`src/rtl/obi_pkg.sv`:
```
// Minimal OBI request/response types shared by the peripheral bus masters and slaves.
package obi_pkg;

  typedef struct packed {
    logic        req;
    logic        we;
    logic [3:0]  be;
    logic [31:0] addr;
    logic [31:0] wdata;
  } obi_req_t;

  typedef struct packed {
    logic        gnt;
    logic        rvalid;
    logic [31:0] rdata;
  } obi_resp_t;

endpackage

```
`src/rtl/periph_obi_arbiter_pkg.sv`:
```
// Shared types for the peripheral OBI arbiter: requester index, hold-FSM states, limits.
package periph_obi_arbiter_pkg;

  localparam int unsigned MAX_NUM_REQ = 8;

  // Wide enough for any legal NumReq; the top derives its own exact index width.
  localparam int unsigned REQ_IDX_W = (MAX_NUM_REQ > 1) ? $clog2(MAX_NUM_REQ) : 1;

  typedef logic [REQ_IDX_W-1:0] req_idx_t;

  typedef enum logic {
    FREE = 1'b0,
    HOLD = 1'b1
  } arb_state_e;

endpackage

```
`src/rtl/periph_arb_id_fifo.sv`:
```
// Non-fall-through ID FIFO: an entry pushed this cycle becomes visible at the head next cycle.
module periph_arb_id_fifo
  import periph_obi_arbiter_pkg::*;
#(
  parameter int unsigned Depth = 2,
  parameter int unsigned Width = 1,
  localparam int unsigned CntW = $clog2(Depth + 1)
) (
  input  logic             clk_i,
  input  logic             rst_ni,
  input  logic             push_i,
  input  logic [Width-1:0] data_i,
  input  logic             pop_i,
  output logic [Width-1:0] head_o,
  output logic [CntW-1:0]  count_o,
  output logic             full_o,
  output logic             empty_o
);

  localparam int unsigned PtrW = (Depth > 1) ? $clog2(Depth) : 1;

  logic [Width-1:0] mem_q [Depth];
  logic [Width-1:0] mem_d [Depth];
  logic [PtrW-1:0]  wr_ptr_q, wr_ptr_d;
  logic [PtrW-1:0]  rd_ptr_q, rd_ptr_d;
  logic [CntW-1:0]  count_q, count_d;
  logic             do_push, do_pop;

  assign full_o  = (count_q == CntW'(Depth));
  assign empty_o = (count_q == '0);
  assign count_o = count_q;
  assign head_o  = mem_q[rd_ptr_q];

  assign do_push = push_i & ~full_o;
  assign do_pop  = pop_i & ~empty_o;

  always_comb begin
    mem_d    = mem_q;
    wr_ptr_d = wr_ptr_q;
    rd_ptr_d = rd_ptr_q;
    count_d  = count_q;
    if (do_push) begin
      mem_d[wr_ptr_q] = data_i;
      wr_ptr_d = (wr_ptr_q == PtrW'(Depth - 1)) ? '0 : wr_ptr_q + PtrW'(1);
    end
    if (do_pop) begin
      rd_ptr_d = (rd_ptr_q == PtrW'(Depth - 1)) ? '0 : rd_ptr_q + PtrW'(1);
    end
    unique case ({do_push, do_pop})
      2'b10:   count_d = count_q + CntW'(1);
      2'b01:   count_d = count_q - CntW'(1);
      default: count_d = count_q;
    endcase
  end

  always_ff @(posedge clk_i or negedge rst_ni) begin
    if (!rst_ni) begin
      for (int i = 0; i < int'(Depth); i++) mem_q[i] <= '0;
      wr_ptr_q <= '0;
      rd_ptr_q <= '0;
      count_q  <= '0;
    end else begin
      mem_q    <= mem_d;
      wr_ptr_q <= wr_ptr_d;
      rd_ptr_q <= rd_ptr_d;
      count_q  <= count_d;
    end
  end

endmodule

```
`src/rtl/periph_obi_arbiter.sv`:
```
// Arbitrates NumReq OBI masters onto one peripheral slave and routes responses via an ID FIFO.
// Build option: define PERIPH_ARB_RR_EN for round-robin, otherwise fixed (lowest index) priority.
module periph_obi_arbiter
  import periph_obi_arbiter_pkg::*;
#(
  parameter int unsigned NumReq         = 2,
  parameter int unsigned MaxOutstanding = 2,
  localparam int unsigned CntW          = $clog2(MaxOutstanding + 1)
) (
  input  logic                clk_i,
  input  logic                rst_ni,
  input  obi_pkg::obi_req_t   req_i [NumReq],
  output obi_pkg::obi_resp_t  resp_o [NumReq],
  output obi_pkg::obi_req_t   slave_req_o,
  input  obi_pkg::obi_resp_t  slave_resp_i,
  output logic [CntW-1:0]     outstanding_o,
  output logic                protocol_err_o
);

  localparam int unsigned IdxW = (NumReq > 1) ? $clog2(NumReq) : 1;

  arb_state_e        state_q, state_d;
  logic [IdxW-1:0]   hold_idx_q, hold_idx_d;
  logic              err_q, err_d;
  logic [IdxW-1:0]   sel;
  logic [NumReq-1:0] eligible;
  logic              handshake;
  logic              pop;
  logic              fifo_full, fifo_empty;
  logic [IdxW-1:0]   fifo_head;

  periph_arb_id_fifo #(
    .Depth (MaxOutstanding),
    .Width (IdxW)
  ) u_id_fifo (
    .clk_i   (clk_i),
    .rst_ni  (rst_ni),
    .push_i  (handshake),
    .data_i  (sel),
    .pop_i   (pop),
    .head_o  (fifo_head),
    .count_o (outstanding_o),
    .full_o  (fifo_full),
    .empty_o (fifo_empty)
  );

  always_comb begin
    for (int i = 0; i < int'(NumReq); i++) eligible[i] = req_i[i].req & ~fifo_full;
  end

`ifdef PERIPH_ARB_RR_EN
  logic [IdxW-1:0] ptr_q, ptr_d;

  always_comb begin
    logic found;
    int   j;
    found = 1'b0;
    j     = 0;
    sel   = '0;
    if (state_q == HOLD) begin
      sel = hold_idx_q;
    end else begin
      for (int k = 0; k < int'(NumReq); k++) begin
        j = (int'(ptr_q) + k) % int'(NumReq);
        if (!found && eligible[j]) begin
          sel   = IdxW'(j);
          found = 1'b1;
        end
      end
    end
  end

  always_comb begin
    ptr_d = ptr_q;
    if (handshake) ptr_d = (sel == IdxW'(NumReq - 1)) ? '0 : sel + IdxW'(1);
  end

  always_ff @(posedge clk_i or negedge rst_ni) begin
    if (!rst_ni) ptr_q <= '0;
    else         ptr_q <= ptr_d;
  end
`else
  always_comb begin
    sel = '0;
    if (state_q == HOLD) begin
      sel = hold_idx_q;
    end else begin
      // Descending scan so the lowest eligible index is the last (winning) write.
      for (int k = int'(NumReq) - 1; k >= 0; k--) begin
        if (eligible[k]) sel = IdxW'(k);
      end
    end
  end
`endif

  always_comb begin
    slave_req_o     = req_i[sel];
    slave_req_o.req = req_i[sel].req & ~fifo_full;
  end

  assign handshake = slave_req_o.req & slave_resp_i.gnt;
  assign pop       = slave_resp_i.rvalid & ~fifo_empty;

  always_comb begin
    for (int i = 0; i < int'(NumReq); i++) begin
      resp_o[i]       = '0;
      resp_o[i].rdata = slave_resp_i.rdata;
    end
    resp_o[sel].gnt = slave_resp_i.gnt & slave_req_o.req;
    if (pop) resp_o[fifo_head].rvalid = 1'b1;
  end

  // Hold an unanswered request on the bus until the slave grants it.
  always_comb begin
    state_d    = state_q;
    hold_idx_d = hold_idx_q;
    unique case (state_q)
      FREE: begin
        if (slave_req_o.req && !slave_resp_i.gnt) begin
          state_d    = HOLD;
          hold_idx_d = sel;
        end
      end
      HOLD: begin
        if (handshake || !req_i[hold_idx_q].req) state_d = FREE;
      end
      default: state_d = FREE;
    endcase
  end

  assign err_d          = err_q | (slave_resp_i.rvalid & fifo_empty);
  assign protocol_err_o = err_q;

  always_ff @(posedge clk_i or negedge rst_ni) begin
    if (!rst_ni) begin
      state_q    <= FREE;
      hold_idx_q <= '0;
      err_q      <= 1'b0;
    end else begin
      state_q    <= state_d;
      hold_idx_q <= hold_idx_d;
      err_q      <= err_d;
    end
  end

endmodule
```
`config.mk`:
```
export PLATFORM = sky130hd
export DESIGN_NAME = periph_obi_arbiter
export DESIGN_NICKNAME = d
export VERILOG_FILES = /design/src/rtl/obi_pkg.sv /design/src/rtl/periph_obi_arbiter_pkg.sv /design/src/rtl/periph_arb_id_fifo.sv /design/src/rtl/periph_obi_arbiter.sv
export SDC_FILE = /design/constraint.sdc
export NUM_CORES = 1
export LEC_CHECK = 0
export ABC_AREA = 1
export CELL_PAD_IN_SITES_DETAIL_PLACEMENT = 0
export CELL_PAD_IN_SITES_GLOBAL_PLACEMENT = 2
export CORE_AREA = 2 2 123 125
export DETAILED_ROUTE_END_ITERATION = 10
export DIE_AREA = 0 0 125 127
export DONT_BUFFER_PORTS = 1
export PLACE_DENSITY_LB_ADDON = 0.1
export SKIP_CTS_REPAIR_TIMING = 1
export SYNTH_ARGS = -nofsm -noshare
export SYNTH_HDL_FRONTEND = slang
export SYNTH_SLANG_ARGS = --single-unit
```
`constraint.sdc`:
```
create_clock -name clk_i -period 3.8 [get_ports clk_i]
set_clock_uncertainty 0.2 [all_clocks]
set_input_delay 0.76 -clock clk_i [delete_from_list [all_inputs] [get_ports clk_i]]
set_output_delay 0.76 -clock clk_i [all_outputs]
set_load 0.02 [all_outputs]
```
==> impl_metrics.yaml <==
status:
  status: "completed"
setup_path:
  path_delay_family: "simple AND/OR/NAND/NOR gates"
  worst-path-buf-inv: 2
  worstPathCellList: "inv_2, nand2_4, nand3_4, nand2_8, inv_8, nand2_1, nand2_1"
  end_kind: "output pin"
  slowest_delay_ps: 500
  crit_path_start_kind: "flip-flop"
  cp.depth: 7
  crit_arrival_ps: 2090
  rr_worst_depth: 9
  cp.required_ps: 2840
  cp_max_fo: 71
  slowest_stage: "dfrtp_1"
  critPathMostFrequentCell: "nand2_1"
  critPathKind: "reg -> out"
pwr:
  power.leakage_nw: 0.945
  p_int_uw: 455
  power.total_mw: 1.28
  powerDensity_mw_per_mm2: 743
  swShare: 0.644
  ir_drop_mv: 0.286
  pwr-share-clk: 0.146
  switchingPower_uw: 824
  pwr-share-comb: 0.704
  seqPwrFrac: 0.150
synthesis:
  netlist_area_mm2: 0.00205
  synth_cell_types: 25
  yosysWarnings: 0
  yosys_register_bits: 9
  synth_nets: 530
  syn_area_per_cell_um2: 5.81
  synth-seq-area-share: 0.110
  syn_inst: 353
sta:
  finalCritPeriodShare: 0.803
  hold_viol_final: 0
  worst_slew_margin_rel: 0.697
  setup_viol: 0
  worst_pin_slew_ps: 455
  fin_setup_tns_ps: 0
  layout_min_cycle_time_ps: 3050
  max_freq_mhz: 328
  rsz0062_at_grt: "no"
  final_max_slew_viol_count: 0
clocking:
  htreeDepth: 1
  clock_latency_ps: 230
  numCtsBuffers: 3
  clk_pin_slew_worst_paths_ps: 40
  cts.path.max_buffers: 2
  clkSinkCount: 9
  cts-root-buf: "clkbuf_16"
  cts_tree: "done"
placed_design:
  dpl_cell_area_mm2: 0.00164
  dp_hpwl_um: 5080
  portBuffers: 0
  place_congestion: 0.642
  placed_cells: 460
route:
  wl_per_cell_um: 13.3
  viasPerCell: 3.72
  drt_wl_total_um: 6160
  drt_pre_antenna_iters: 3
  drc: 0
  vias: 1725
  drt-initial-drc-count: 47
  antenna_left: 0
flow_run:
  cap_violations: 0
final_layout:
  drive_above_1_share: 0.132
  n_antenna_cell: 0
  fin_util: 0.119
  design_area_mm2: 0.00172
  final_cells: 464
  area.growth.synth_to_final_pct: -16.1
  fin_nets: 458
global_route:
  grt_pass1_vias: 1652
  antenna_found_initial: 0
  grt_pass1_wl_um: 8710
  grt_util_all_layers: 0.0676
  grt_start_max_net_pins: 72
  grt_overflow: 0
floorplanning:
  dieHeight_um: 127
  die_x_um: 125
  rows: 44
  initial_utilization: 0.142
  ioPinCount: 317
  core_area_mm2: 0.0144
  dieArea_mm2: 0.0159
min_path:
  holdCritPathClass: "in -> async"
[metal layers]
layer,global-route usage,routed length [um]
met1,0.0647,1940
met5,0,0
met2,0.135,3360
met4,0.0248,174
met3,0.0205,693
[layout by cell type (no fill, tap or decap), types with 2 or more instances in the layout]
cell type,instances
xor2_1,2
nor2_1,3
nand3_1,4
dfrtp_1,9
nand4_1,2
inv_1,10
nand2_1,206
nor2_2,3
nand2_2,19
inv_2,2
nand3_4,3
o21ai_0,3
clkbuf_16,3
[through the flow]
step	setup WS (ps)	hold WS [ps]
floorplan	1300	241
global placement	786	265
global route	561	11.9
CTS	653	13.0
finish	749	20.9
detailed placement	795	265
[final timing paths]
path | endpoint | from | slack (ps)
min | u_id_fifo.count_o[0]$_DFFE_PN0P_ | rst_ni | 20
max reg2reg | u_id_fifo.count_o[1]$_DFFE_PN0P_ | u_id_fifo.count_o[0]$_DFFE_PN0P_ | 1630
min in group clk_i | u_id_fifo.mem_q[1]$_DFFE_PN0P_ | u_id_fifo.mem_q[1]$_DFFE_PN0P_ | 280
max | slave_req_o[30] | u_id_fifo.count_o[0]$_DFFE_PN0P_ | 750
min reg2reg | u_id_fifo.mem_q[1]$_DFFE_PN0P_ | u_id_fifo.mem_q[1]$_DFFE_PN0P_ | 280
max in group asynchronous | hold_idx_q$_DFFE_PN0P_ | rst_ni | 3310
[worst register-to-register path, cell delays in order, from the launching register on]
cell and delay, ps:
dfrtp_1 540, inv_2 110, nand2_4 90, nand3_4 120, nand3_4 110, nand3_4 140
ha_1 340, a21oi_1 110, o21ai_0 120, xor2_1 170
[power groups by stage]
stage	combinational [mW]	sequential (mW)	clock, mW
final	0.900	0.192	0.187
after global routing	1.00	0.200	0.196
after CTS	0.931	0.194	0.192
after detailed placement	0.928	0.198	0
after global placement	0.942	0.200	0
after floorplan	0.991	0.182	0
[kinds of logic (layout without fill, tap and decap cells)]
group / count (synthesis) / count (layout) / synth area share
DFF: 9 / 9 / 0.110
AOI/OAI and AO/OA: 5 / 5 / 0.0140
xor gates and xnor gates: 3 / 3 / 0.0128
buffers and inverters: 91 / 18 / 0.343
and+or+nand+nor: 244 / 244 / 0.515
adders and majority gates: 1 / 1 / 0.00610
[layout make-up]
class	instances	area, um^2
tap	184	230
multi-input combinational	253	1120
sequential	9	225
inverter	13	56.3
fill	1729	12700
timing repair buffer	1	7.51
clock buffer	4	78.8
[synthesized netlist by cell type]
cell	count	area, um^2
a31o_2	1	8.76
nand4_1	2	12.5
nand2_8	1	20.0
nor2_1	3	11.3
nand3_4	3	52.6
nor2_4	1	11.3
dfrtp_1	9	225
inv_2	2	7.51
buf_12	1	20.0
o21ai_0	3	15.0
nor2_2	3	18.8
xor2_1	2	17.5
nand2_2	19	119
nand2_1	206	773
nand2_4	1	11.3
buf_8	1	15.0
or2_2	1	6.26
xnor2_1	1	8.76
inv_1	10	37.5
ha_1	1	12.5
buf_6	11	124
a21oi_1	1	5.00
nand3_1	4	20.0
buf_4	65	488
inv_8	1	11.3
[sequential cells by signal, summed over array words and instances (netlist names)]
name and cells:
u_id_fifo.count_o 2, u_id_fifo.mem_q 2, hold_idx_q 1, protocol_err_o 1
state_q 1, u_id_fifo.rd_ptr_q 1, u_id_fifo.wr_ptr_q 1
No activity file was read; power rests on OpenSTA's default activity.
